$ cat config.mk
export PLATFORM = sky130hd
export DESIGN_NAME = adder_axi_master
export DESIGN_NICKNAME = d
export VERILOG_FILES = /design/src/rtl/adder_axi_pkg.sv /design/src/rtl/adder_axi_master_wr_chan.sv /design/src/rtl/adder_axi_master.sv
export SDC_FILE = /design/constraint.sdc
export NUM_CORES = 1
export LEC_CHECK = 0
export CAP_MARGIN = 20
export CORE_UTILIZATION = 44
export DETAILED_ROUTE_END_ITERATION = 6
export GPL_TIMING_DRIVEN = 0
export PLACE_DENSITY_LB_ADDON = 0.25
export SLEW_MARGIN = 20
export SYNTH_ARGS = -nofsm -noshare
export SYNTH_HDL_FRONTEND = slang
export SYNTH_SLANG_ARGS = --single-unit
$ cat constraint.sdc
create_clock -name m0_axi_aclk -period 2 [get_ports m0_axi_aclk]
set_input_delay 0.3 -clock m0_axi_aclk [delete_from_list [all_inputs] [get_ports m0_axi_aclk]]
set_output_delay 0.3 -clock m0_axi_aclk [all_outputs]
set_load 0.01 [all_outputs]
$ cat src/rtl/adder_axi_pkg.sv
// Shared definitions for the adder AXI4-Lite master: register map, response codes, FSM states.
package adder_axi_pkg;

  localparam logic [7:0] ADDR_OPA    = 8'h00;
  localparam logic [7:0] ADDR_OPB    = 8'h04;
  localparam logic [7:0] ADDR_RESULT = 8'h08;

  localparam logic [1:0] OKAY   = 2'b00;
  localparam logic [1:0] SLVERR = 2'b10;

  typedef enum logic [2:0] {
    IDLE    = 3'd0,
    WR_A    = 3'd1,
    RESP_A  = 3'd2,
    WR_B    = 3'd3,
    RESP_B  = 3'd4,
    RD_ADDR = 3'd5,
    RD_DATA = 3'd6,
    DONE    = 3'd7
  } state_e;

  // Any response other than OKAY is treated as a failed access.
  function automatic logic resp_is_err(input logic [1:0] resp);
    return (resp != OKAY);
  endfunction

endpackage

$ cat src/rtl/adder_axi_master_wr_chan.sv
// One AXI4-Lite write (aw/w/b) with independent aw and w handshakes; reused for every register write.
module axi_lite_wr_chan #(
  parameter int DATA_WIDTH = 32,
  parameter int ADDR_WIDTH = 8
) (
  input  logic                  clk,
  input  logic                  rst_n,
  input  logic                  start,
  input  logic [ADDR_WIDTH-1:0] addr,
  input  logic [DATA_WIDTH-1:0] data,
  output logic [ADDR_WIDTH-1:0] awaddr,
  output logic                  awvalid,
  input  logic                  awready,
  output logic [DATA_WIDTH-1:0] wdata,
  output logic                  wvalid,
  input  logic                  wready,
  output logic                  bready,
  input  logic                  bvalid,
  output logic                  phase_done
);

  logic phase_r;

  // Address/data phase ends when each channel has completed, now or earlier.
  assign phase_done = phase_r && (!awvalid || awready) && (!wvalid || wready);

  // Channel state: valids drop on their own handshake, bready opens once both are done.
  always_ff @(posedge clk or negedge rst_n) begin
    if (!rst_n) begin
      phase_r <= 1'b0;
      awaddr  <= {ADDR_WIDTH{1'b0}};
      awvalid <= 1'b0;
      wdata   <= {DATA_WIDTH{1'b0}};
      wvalid  <= 1'b0;
      bready  <= 1'b0;
    end else if (start) begin
      phase_r <= 1'b1;
      awaddr  <= addr;
      awvalid <= 1'b1;
      wdata   <= data;
      wvalid  <= 1'b1;
      bready  <= 1'b0;
    end else begin
      if (awvalid && awready) begin
        awvalid <= 1'b0;
      end
      if (wvalid && wready) begin
        wvalid <= 1'b0;
      end
      if (phase_done) begin
        phase_r <= 1'b0;
        bready  <= 1'b1;
      end else if (bready && bvalid) begin
        bready  <= 1'b0;
      end
    end
  end

endmodule

$ cat src/rtl/adder_axi_master.sv
// AXI4-Lite master: writes operands A and B to the adder slave, reads the sum back, returns it.
module adder_axi_master
  import adder_axi_pkg::*;
#(
  parameter int DATA_WIDTH = 32,
  parameter int ADDR_WIDTH = 8
) (
  input  logic                    m0_axi_aclk,
  input  logic                    m0_axi_aresetn,
  input  logic                    cmd_valid,
  output logic                    cmd_ready,
  input  logic [DATA_WIDTH-1:0]   cmd_a,
  input  logic [DATA_WIDTH-1:0]   cmd_b,
  output logic                    res_valid,
  input  logic                    res_ready,
  output logic [DATA_WIDTH-1:0]   res_data,
  output logic                    res_err,
  output logic [ADDR_WIDTH-1:0]   m0_axi_awaddr,
  output logic                    m0_axi_awvalid,
  input  logic                    m0_axi_awready,
  output logic [DATA_WIDTH-1:0]   m0_axi_wdata,
  output logic [DATA_WIDTH/8-1:0] m0_axi_wstrb,
  output logic                    m0_axi_wvalid,
  input  logic                    m0_axi_wready,
  input  logic [1:0]              m0_axi_bresp,
  input  logic                    m0_axi_bvalid,
  output logic                    m0_axi_bready,
  output logic [ADDR_WIDTH-1:0]   m0_axi_araddr,
  output logic                    m0_axi_arvalid,
  input  logic                    m0_axi_arready,
  input  logic [DATA_WIDTH-1:0]   m0_axi_rdata,
  input  logic [1:0]              m0_axi_rresp,
  input  logic                    m0_axi_rvalid,
  output logic                    m0_axi_rready
);

  state_e                  state_r;
  logic [DATA_WIDTH-1:0]   op_b_r;
  logic                    wr_start_s;
  logic [ADDR_WIDTH-1:0]   wr_addr_s;
  logic [DATA_WIDTH-1:0]   wr_data_s;
  logic                    wr_phase_done_s;
  logic                    b_fire_s;

  assign m0_axi_wstrb = {(DATA_WIDTH/8){1'b1}};
  assign b_fire_s     = m0_axi_bvalid && m0_axi_bready;

  // Launch a write on the accepting edge so awvalid/wvalid appear in the very next cycle.
  always_comb begin
    wr_start_s = 1'b0;
    wr_addr_s  = ADDR_WIDTH'(ADDR_OPA);
    wr_data_s  = cmd_a;
    case (state_r)
      IDLE: begin
        if (cmd_valid && cmd_ready) wr_start_s = 1'b1;
        else                        wr_start_s = 1'b0;
      end
      RESP_A: begin
        wr_addr_s = ADDR_WIDTH'(ADDR_OPB);
        wr_data_s = op_b_r;
        if (b_fire_s && !resp_is_err(m0_axi_bresp)) wr_start_s = 1'b1;
        else                                        wr_start_s = 1'b0;
      end
      default: wr_start_s = 1'b0;
    endcase
  end

  axi_lite_wr_chan #(
    .DATA_WIDTH (DATA_WIDTH),
    .ADDR_WIDTH (ADDR_WIDTH)
  ) u_wr_chan (
    .clk        (m0_axi_aclk),
    .rst_n      (m0_axi_aresetn),
    .start      (wr_start_s),
    .addr       (wr_addr_s),
    .data       (wr_data_s),
    .awaddr     (m0_axi_awaddr),
    .awvalid    (m0_axi_awvalid),
    .awready    (m0_axi_awready),
    .wdata      (m0_axi_wdata),
    .wvalid     (m0_axi_wvalid),
    .wready     (m0_axi_wready),
    .bready     (m0_axi_bready),
    .bvalid     (m0_axi_bvalid),
    .phase_done (wr_phase_done_s)
  );

  // Transaction sequencer with registered command, read and result outputs.
  always_ff @(posedge m0_axi_aclk or negedge m0_axi_aresetn) begin
    if (!m0_axi_aresetn) begin
      state_r        <= IDLE;
      op_b_r         <= {DATA_WIDTH{1'b0}};
      cmd_ready      <= 1'b0;
      res_valid      <= 1'b0;
      res_data       <= {DATA_WIDTH{1'b0}};
      res_err        <= 1'b0;
      m0_axi_araddr  <= {ADDR_WIDTH{1'b0}};
      m0_axi_arvalid <= 1'b0;
      m0_axi_rready  <= 1'b0;
    end else begin
      case (state_r)
        IDLE: begin
          if (cmd_valid && cmd_ready) begin
            op_b_r    <= cmd_b;
            res_err   <= 1'b0;
            cmd_ready <= 1'b0;
            state_r   <= WR_A;
          end else begin
            cmd_ready <= 1'b1;
          end
        end
        WR_A: begin
          if (wr_phase_done_s) state_r <= RESP_A;
        end
        RESP_A: begin
          if (b_fire_s) begin
            if (resp_is_err(m0_axi_bresp)) begin
              res_err   <= 1'b1;
              res_data  <= {DATA_WIDTH{1'b0}};
              res_valid <= 1'b1;
              state_r   <= DONE;
            end else begin
              state_r   <= WR_B;
            end
          end
        end
        WR_B: begin
          if (wr_phase_done_s) state_r <= RESP_B;
        end
        RESP_B: begin
          if (b_fire_s) begin
            if (resp_is_err(m0_axi_bresp)) begin
              res_err   <= 1'b1;
              res_data  <= {DATA_WIDTH{1'b0}};
              res_valid <= 1'b1;
              state_r   <= DONE;
            end else begin
              m0_axi_araddr  <= ADDR_WIDTH'(ADDR_RESULT);
              m0_axi_arvalid <= 1'b1;
              state_r        <= RD_ADDR;
            end
          end
        end
        RD_ADDR: begin
          if (m0_axi_arready) begin
            m0_axi_arvalid <= 1'b0;
            m0_axi_rready  <= 1'b1;
            state_r        <= RD_DATA;
          end
        end
        RD_DATA: begin
          if (m0_axi_rvalid) begin
            m0_axi_rready <= 1'b0;
            res_valid     <= 1'b1;
            state_r       <= DONE;
            if (resp_is_err(m0_axi_rresp)) begin
              res_err  <= 1'b1;
              res_data <= {DATA_WIDTH{1'b0}};
            end else begin
              res_data <= m0_axi_rdata;
            end
          end
        end
        DONE: begin
          if (res_ready) begin
            res_valid <= 1'b0;
            cmd_ready <= 1'b1;
            state_r   <= IDLE;
          end
        end
        default: state_r <= IDLE;
      endcase
    end
  end

endmodule

==> results_dict.tcl, run 1 <==
set metrics [dict create \
    cts_buffers 9 \
    die_x_um 110 \
    reg2reg_to "res_data[3]" \
    routed_wl_um 12000 \
    die_h_um 110 \
    antenna_found_initial 0 \
    clock-root-buffer "clkbuf_16" \
    p_sw_share_pct 20.8 \
    synth_cells 447 \
    regArea_sq_mm 0.00275 \
    finalSetupViolations 0 \
    synth-main-ff-cell "dfrtp_1" \
    grt_pass1_vias 3981 \
    synth.area.mux_share_pct 19.7 \
    coreArea_sq_mm 0.0114 \
    finalMaxSlewViolations 0 \
    p_int_mw 3.55 \
    drive_above_1_share_pct 16.6 \
    synth_compound_area_share_pct 8.52 \
    clockBufferDepth 2 \
    pwr-share-clk_pct 42.8 \
    ys_types 41 \
    gr-usage-all-layers_pct 20.6 \
    end_kind "flop" \
    yosys.area_share.simple_pct 8.60 \
    crit_required_ps 2260 \
    rsz0062_at_grt "no" \
    ys_seq_elements 110 \
    synth_edf_count 0 \
    cts.reportedPaths.clkPinSlew_ps 70 \
    crit_path_start_kind "flop" \
    ys_async_sr_fraction_pct 100 \
    first_pass_iters 5 \
    rows 39 \
    syn_to_final_growth_pct 47.2 \
    p_per_area_mw_per_mm2 592 \
    place.gp.congestion 0.770 \
    grt_pass1_wl_um 18900 \
    reg2reg_depth 6 \
    drt_iter0_drc 134 \
    syn_area_per_cell_sq_um 11.5 \
    p_leak_nw 3.37 \
    fillCellCount 900 \
    start_util_pct 45.0 \
    clock_sinks 110 \
    min_path_type "input port to asynchronous set/reset pin" \
    fin_worst_skew_ps 9.32 \
    fin_nets 767 \
    maxCapViolations 0 \
    h-tree-depth 3 \
    clock.fmax_mhz 528 \
    layout_common_cells "clkdlybuf4s50_1, dfrtp_1, mux2i_1" \
    antenna_cells 0 \
    comb_power_share_pct 7.6 \
    synth_top_family_by_area "multiplexers" \
    dp_hpwl_um 8950 \
    fin_hold_ws_ps 466 \
    seq_area_frac_synth_pct 53.6 \
    p_switching_mw 0.931 \
    insertion_delay_ps 350 \
    drtAntennaViolNets 0 \
    grt-ovfl-total 0 \
    synth_area_sq_mm 0.00514 \
    boundaryPins 201 \
    final_common_cell "clkdlybuf4s50_1" \
    crit_fanout 10 \
    vdd_drop_max_mv 0.507 \
    critPathKind "flop to flop" \
    route.detailed.drc 0 \
    crit_arrival_ps 2150 \
    vias_per_cell 4.83 \
    reg2reg_from "state_r[0]" \
    synthAdderAreaFrac_pct 0 \
    post-route-period-util_pct 94.7 \
    dieArea_sq_mm 0.0121 \
    hold_viol 0 \
    vias 3895 \
    multi_input_area_sq_mm 0.00197 \
    yosysWarnings 0 \
    power.total_mw 4.48 \
    synth_xor_xnor_area_share_pct 0 \
    cts_tree "built" \
    io_buffers 182 \
    grt_max_degree 62 \
    status "finished clean" \
    r2r_slack_ps 110 \
    seqPwrFrac_pct 49.6 \
    wl_per_cell_um 14.9 \
    fin_crit_ps 1890 \
]
==> power groups by stage <==
| stage | clock network (mW) | logic [mW] | registers [mW] |
|---|---|---|---|
| 2_1_floorplan | 0 | 0.0695 | 2.27 |
| 3_3_place_gp | 0 | 0.328 | 2.27 |
| 3_5_place_dp | 0 | 0.339 | 2.27 |
| 4_1_cts | 1.96 | 0.343 | 2.22 |
| 5_1_grt | 2.05 | 0.373 | 2.22 |
| 6_report | 1.92 | 0.340 | 2.22 |
==> timing repair <==
item                                    in CTS  in global routing
resized for setup                            0                  1
setup buffers                                0                  0
hold endpoints to repair                    49                  0
hold buffers                                 1                  0
endpoints found under the setup margin       0                 27
==> layout make-up <==
class / instances / area share, %
flip-flops and latches: 110 / 36.4
clock buffers: 9 / 2.98
multi-input cells: 274 / 26.0
plain buffers: 44 / 4.68
clock inverters: 7 / 1.27
repair buffers: 184 / 24.6
inverters: 35 / 1.74
well taps: 143 / 2.37
==> worst max-delay path by stage <==
stage / startpoint / to / slack, ps / cells after the start
finish: state_r[0] / res_data[3] / 110 / 6
floorplan: state_r[2] / op_b_r[10] / 300 / 5
global placement: m0_axi_aresetn / op_b_r[21] / -3650 / 1
CTS: m0_axi_bvalid / u_wr_chan.wdata[30] / 40 / 6
global route: state_r[2] / u_wr_chan.wdata[24] / 20 / 6
detailed placement: m0_axi_bvalid / u_wr_chan.wdata[30] / -320 / 6
==> per-stage QoR <==
step           instance area (sq um)  std cells  util (%)  setup slack (ps)  TNS, ps
6_report                        7560        806      66.3               105        0
5_1_grt                         7560        806      66.3              15.6        0
4_1_cts                         7560        806      66.2              42.1        0
3_5_place_dp                    7230        789      63.3              -323   -11020
3_3_place_gp                    7200        788      63.0             -3650  -411380
2_1_floorplan                   5200        463         -               305        0
==> cell families (layout without fill, tap and decap cells) <==
kind of cell    after synthesis  count (layout)
simple gates                 99              99
mux                          97              97
buf+inv                      79             279
flops                       110             110
compound gates               60              60
other cells                   2              18
==> layer usage <==
metal / wire length, um / vias up / part of all wire (%) / GRT usage, %
li1: - / 1876 / - / -
met1: 4960 / 1857 / 41 / 24.3
met2: 5830 / 142 / 48 / 34.6
met3: 996 / 20 / 8.3 / 6.06
met4: 260 / 0 / 2.2 / 9.90
met5: 0 / - / 0 / 0
==> Yosys cell counts (2+ instances only) <==
master | n | area [sq um]
buf_4 | 21 | 158
buf_2 | 7 | 35.0
nand3_1 | 4 | 20.0
inv_1 | 35 | 131
and4_1 | 2 | 17.5
nor3b_1 | 2 | 15.0
a21o_1 | 2 | 15.0
nor2_1 | 39 | 146
nand2_1 | 38 | 143
o21ai_0 | 7 | 35.0
buf_12 | 3 | 60.1
mux2_2 | 31 | 349
nand2b_1 | 5 | 31.3
clkbuf_1 | 5 | 18.8
mux2i_1 | 64 | 641
conb_1 | 2 | 7.51
o21a_1 | 3 | 22.5
nor2b_1 | 3 | 18.8
mux2_1 | 2 | 22.5
a31oi_1 | 2 | 12.5
buf_6 | 7 | 78.8
a21oi_1 | 17 | 85.1
o211ai_1 | 2 | 15.0
dfrtp_1 | 110 | 2750
a21oi_2 | 18 | 158
==> state kept, by name, indices dropped and copies added, names as in the netlist <==
name               cells
cmd_ready              1
m0_axi_araddr          1
m0_axi_arvalid         1
m0_axi_rready          1
op_b_r                32
res_data              32
res_err                1
res_valid              1
state_r                3
u_wr_chan.awaddr       1
u_wr_chan.awvalid      1
u_wr_chan.bready       1
u_wr_chan.phase_r      1
u_wr_chan.wdata       32
u_wr_chan.wvalid       1
==> critical path, cell delays in order (launching register included) <==
cell,delay [ps]
dfrtp_1,410
inv_1,180
and4_1,210
clkbuf_1,260
clkbuf_1,400
nand2_1,130
mux2i_1,210
No activity file was read; power rests on OpenSTA's default activity.
==> inputs of run 2 (changes only) <==
--- a/config.mk
+++ b/config.mk
@@ -10,7 +10,7 @@
 export DETAILED_ROUTE_END_ITERATION = 6
 export GPL_TIMING_DRIVEN = 0
 export PLACE_DENSITY_LB_ADDON = 0.25
-export SLEW_MARGIN = 20
+export SLEW_MARGIN = 15
 export SYNTH_ARGS = -nofsm -noshare
 export SYNTH_HDL_FRONTEND = slang
 export SYNTH_SLANG_ARGS = --single-unit
==> results of run 2 <==
No change in the layout: final DEF, timing and power equal those of run 1.
==> inputs of run 3 (changes only) <==
--- a/config.mk
+++ b/config.mk
@@ -9,7 +9,7 @@
 export CORE_UTILIZATION = 44
 export DETAILED_ROUTE_END_ITERATION = 6
 export GPL_TIMING_DRIVEN = 0
-export PLACE_DENSITY_LB_ADDON = 0.25
+export PLACE_DENSITY = 0.81
 export SLEW_MARGIN = 15
 export SYNTH_ARGS = -nofsm -noshare
 export SYNTH_HDL_FRONTEND = slang
==> run 3 against run 2 <==
Fmax decreased by 0.39%. Final area about the same. Critical path depth unchanged. Largest power group unchanged. Via count unchanged. Wire length rose by 1.3%. Clock skew fell by 2.2 ps. Worst setup slack worse by 7.4 ps. Critical endpoint is now u_wr_chan.wdata[31].
==> results_dict.tcl, run 3 (same netlist as run 1, synthesis figures left out) <==
set metrics [dict create \
    status "finished clean" \
    cts_buffers 9 \
    seqPwrFrac_pct 49.5 \
    wl_per_cell_um 15.2 \
    reg_top3 "op_b_r: 32 flops, res_data: 32 flops, u_wr_chan.wdata: 32 flops" \
    crit_path_start_kind "input port" \
    rsz0062_at_grt "no" \
    drt_iter0_drc 119 \
    fin_worst_skew_ps 7.17 \
    vias_per_cell 4.84 \
    crit_fanout 10 \
    routed_wl_um 12200 \
    drtAntennaViolNets 0 \
    final_common_cell "clkdlybuf4s50_1" \
    route.detailed.drc 0 \
    critPathKind "input port to flop" \
    start_util_pct 45.0 \
    grt_max_degree 66 \
    die_x_um 110 \
    syn_to_final_growth_pct 47.2 \
    p_switching_mw 0.882 \
    dieArea_sq_mm 0.0121 \
    grt-ovfl-total 0 \
    power.total_mw 4.49 \
    critPathTopFamily "buffers and inverters" \
    fin_crit_ps 1900 \
    relSlewSlack_pct 57.2 \
    path_cells "clkdlybuf4s50_1 -> nor4bb_1 -> a2bb2o_4 -> buf_6 -> buf_2 -> a21oi_1" \
    hold_viol 0 \
    worstMarginPinSlew_ps 633 \
    layout_common_cells "clkdlybuf4s50_1, dfrtp_1, mux2i_1" \
    first_pass_iters 4 \
    antenna_found_initial 0 \
    p_leak_nw 3.38 \
    drive_above_1_share_pct 16.2 \
    r2r_slack_ps 110 \
    maxCapViolations 0 \
    place.gp.congestion 0.799 \
    grt_pass1_vias 3947 \
    p_sw_share_pct 19.6 \
    pwr-share-clk_pct 42.9 \
    crit_arrival_ps 2110 \
    cts_tree "built" \
    p_int_mw 3.61 \
    comb_power_share_pct 7.6 \
    cts_resized 0 \
    min_path_type "flop to flop" \
    critPathSlowestCell "nor4bb_1" \
    dp_hpwl_um 9250 \
    clockBufferDepth 2 \
    fillCellCount 888 \
    finalMaxSlewViolations 0 \
    vdd_drop_max_mv 0.463 \
    end_kind "flop" \
    max_stage_delay_ps 600 \
    rows 39 \
    fin_nets 767 \
    gr-usage-all-layers_pct 20.7 \
    coreArea_sq_mm 0.0114 \
    cts.reportedPaths.clkPinSlew_ps 70 \
    h-tree-depth 3 \
    insertion_delay_ps 340 \
    antenna_cells 0 \
    clock-root-buffer "clkbuf_16" \
    clock.fmax_mhz 526 \
    crit_required_ps 2210 \
    vias 3895 \
    boundaryPins 201 \
    die_h_um 110 \
    io_buffers 182 \
    post-route-period-util_pct 95.1 \
    clock_sinks 110 \
    fin_hold_ws_ps 463 \
    p_per_area_mw_per_mm2 594 \
    cts_setup_buffers 0 \
    setup_tns_ps 0 \
    finalSetupViolations 0 \
    grt_pass1_wl_um 19000 \
    cp_num_buf_inv 3 \
    hold_buffers 1 \
]
## run 3: cell type report
| type | count | area, sq um | share of cell area (%) |
|---|---|---|---|
| Clock buffer | 12 | 256 | 3.39 |
| Buffer | 44 | 354 | 4.68 |
| Sequential cell | 110 | 2750 | 36.4 |
| Inverter | 35 | 131 | 1.74 |
| Tap cell | 143 | 179 | 2.37 |
| Clock inverter | 3 | 67.6 | 0.894 |
| Timing Repair Buffer | 184 | 1860 | 24.6 |
| Multi-Input combinational cell | 274 | 1960 | 25.9 |
## run 3: path summary, 6_finish.rpt
kind                                             to  depth (start not counted)        startpoint
worst min register to register     m0_axi_araddr[3]                          1  m0_axi_araddr[3]
worst max register to register           op_b_r[27]                          5        state_r[2]
worst max-delay path            u_wr_chan.wdata[31]                          6     m0_axi_bvalid
worst min-delay path               m0_axi_araddr[3]                          1  m0_axi_araddr[3]
min in group asynchronous       u_wr_chan.wdata[10]                          2    m0_axi_aresetn
max in group asynchronous                state_r[2]                          3    m0_axi_aresetn
## run 3: power by group through the flow
stage	Combinational (mW)	Clock, mW	Sequential [mW]
after CTS	0.346	1.98	2.22
after global routing	0.373	2.07	2.22
after global placement	0.329	0	2.27
after floorplan	0.0695	0	2.27
final	0.342	1.93	2.22
after detailed placement	0.343	0	2.27
## run 3: metrics by stage
stage	util (%)	instance area (sq um)	cells	setup slack (ps)
global placement	63.0	7200	788	-3540
global route	66.2	7560	805	5.29
floorplan	-	5200	463	305
finish	66.2	7560	805	97.7
CTS	66.2	7560	805	53.1
detailed placement	63.3	7230	789	-301
## run 3: metal layers
layer | GRT usage (%) | up-vias | wire length, um
li1 | - | 1867 | -
met1 | 24.3 | 1864 | 4920
met5 | 0 | - | 0
met4 | 6.48 | 0 | 157
met2 | 35.2 | 151 | 5940
met3 | 7.52 | 13 | 1190
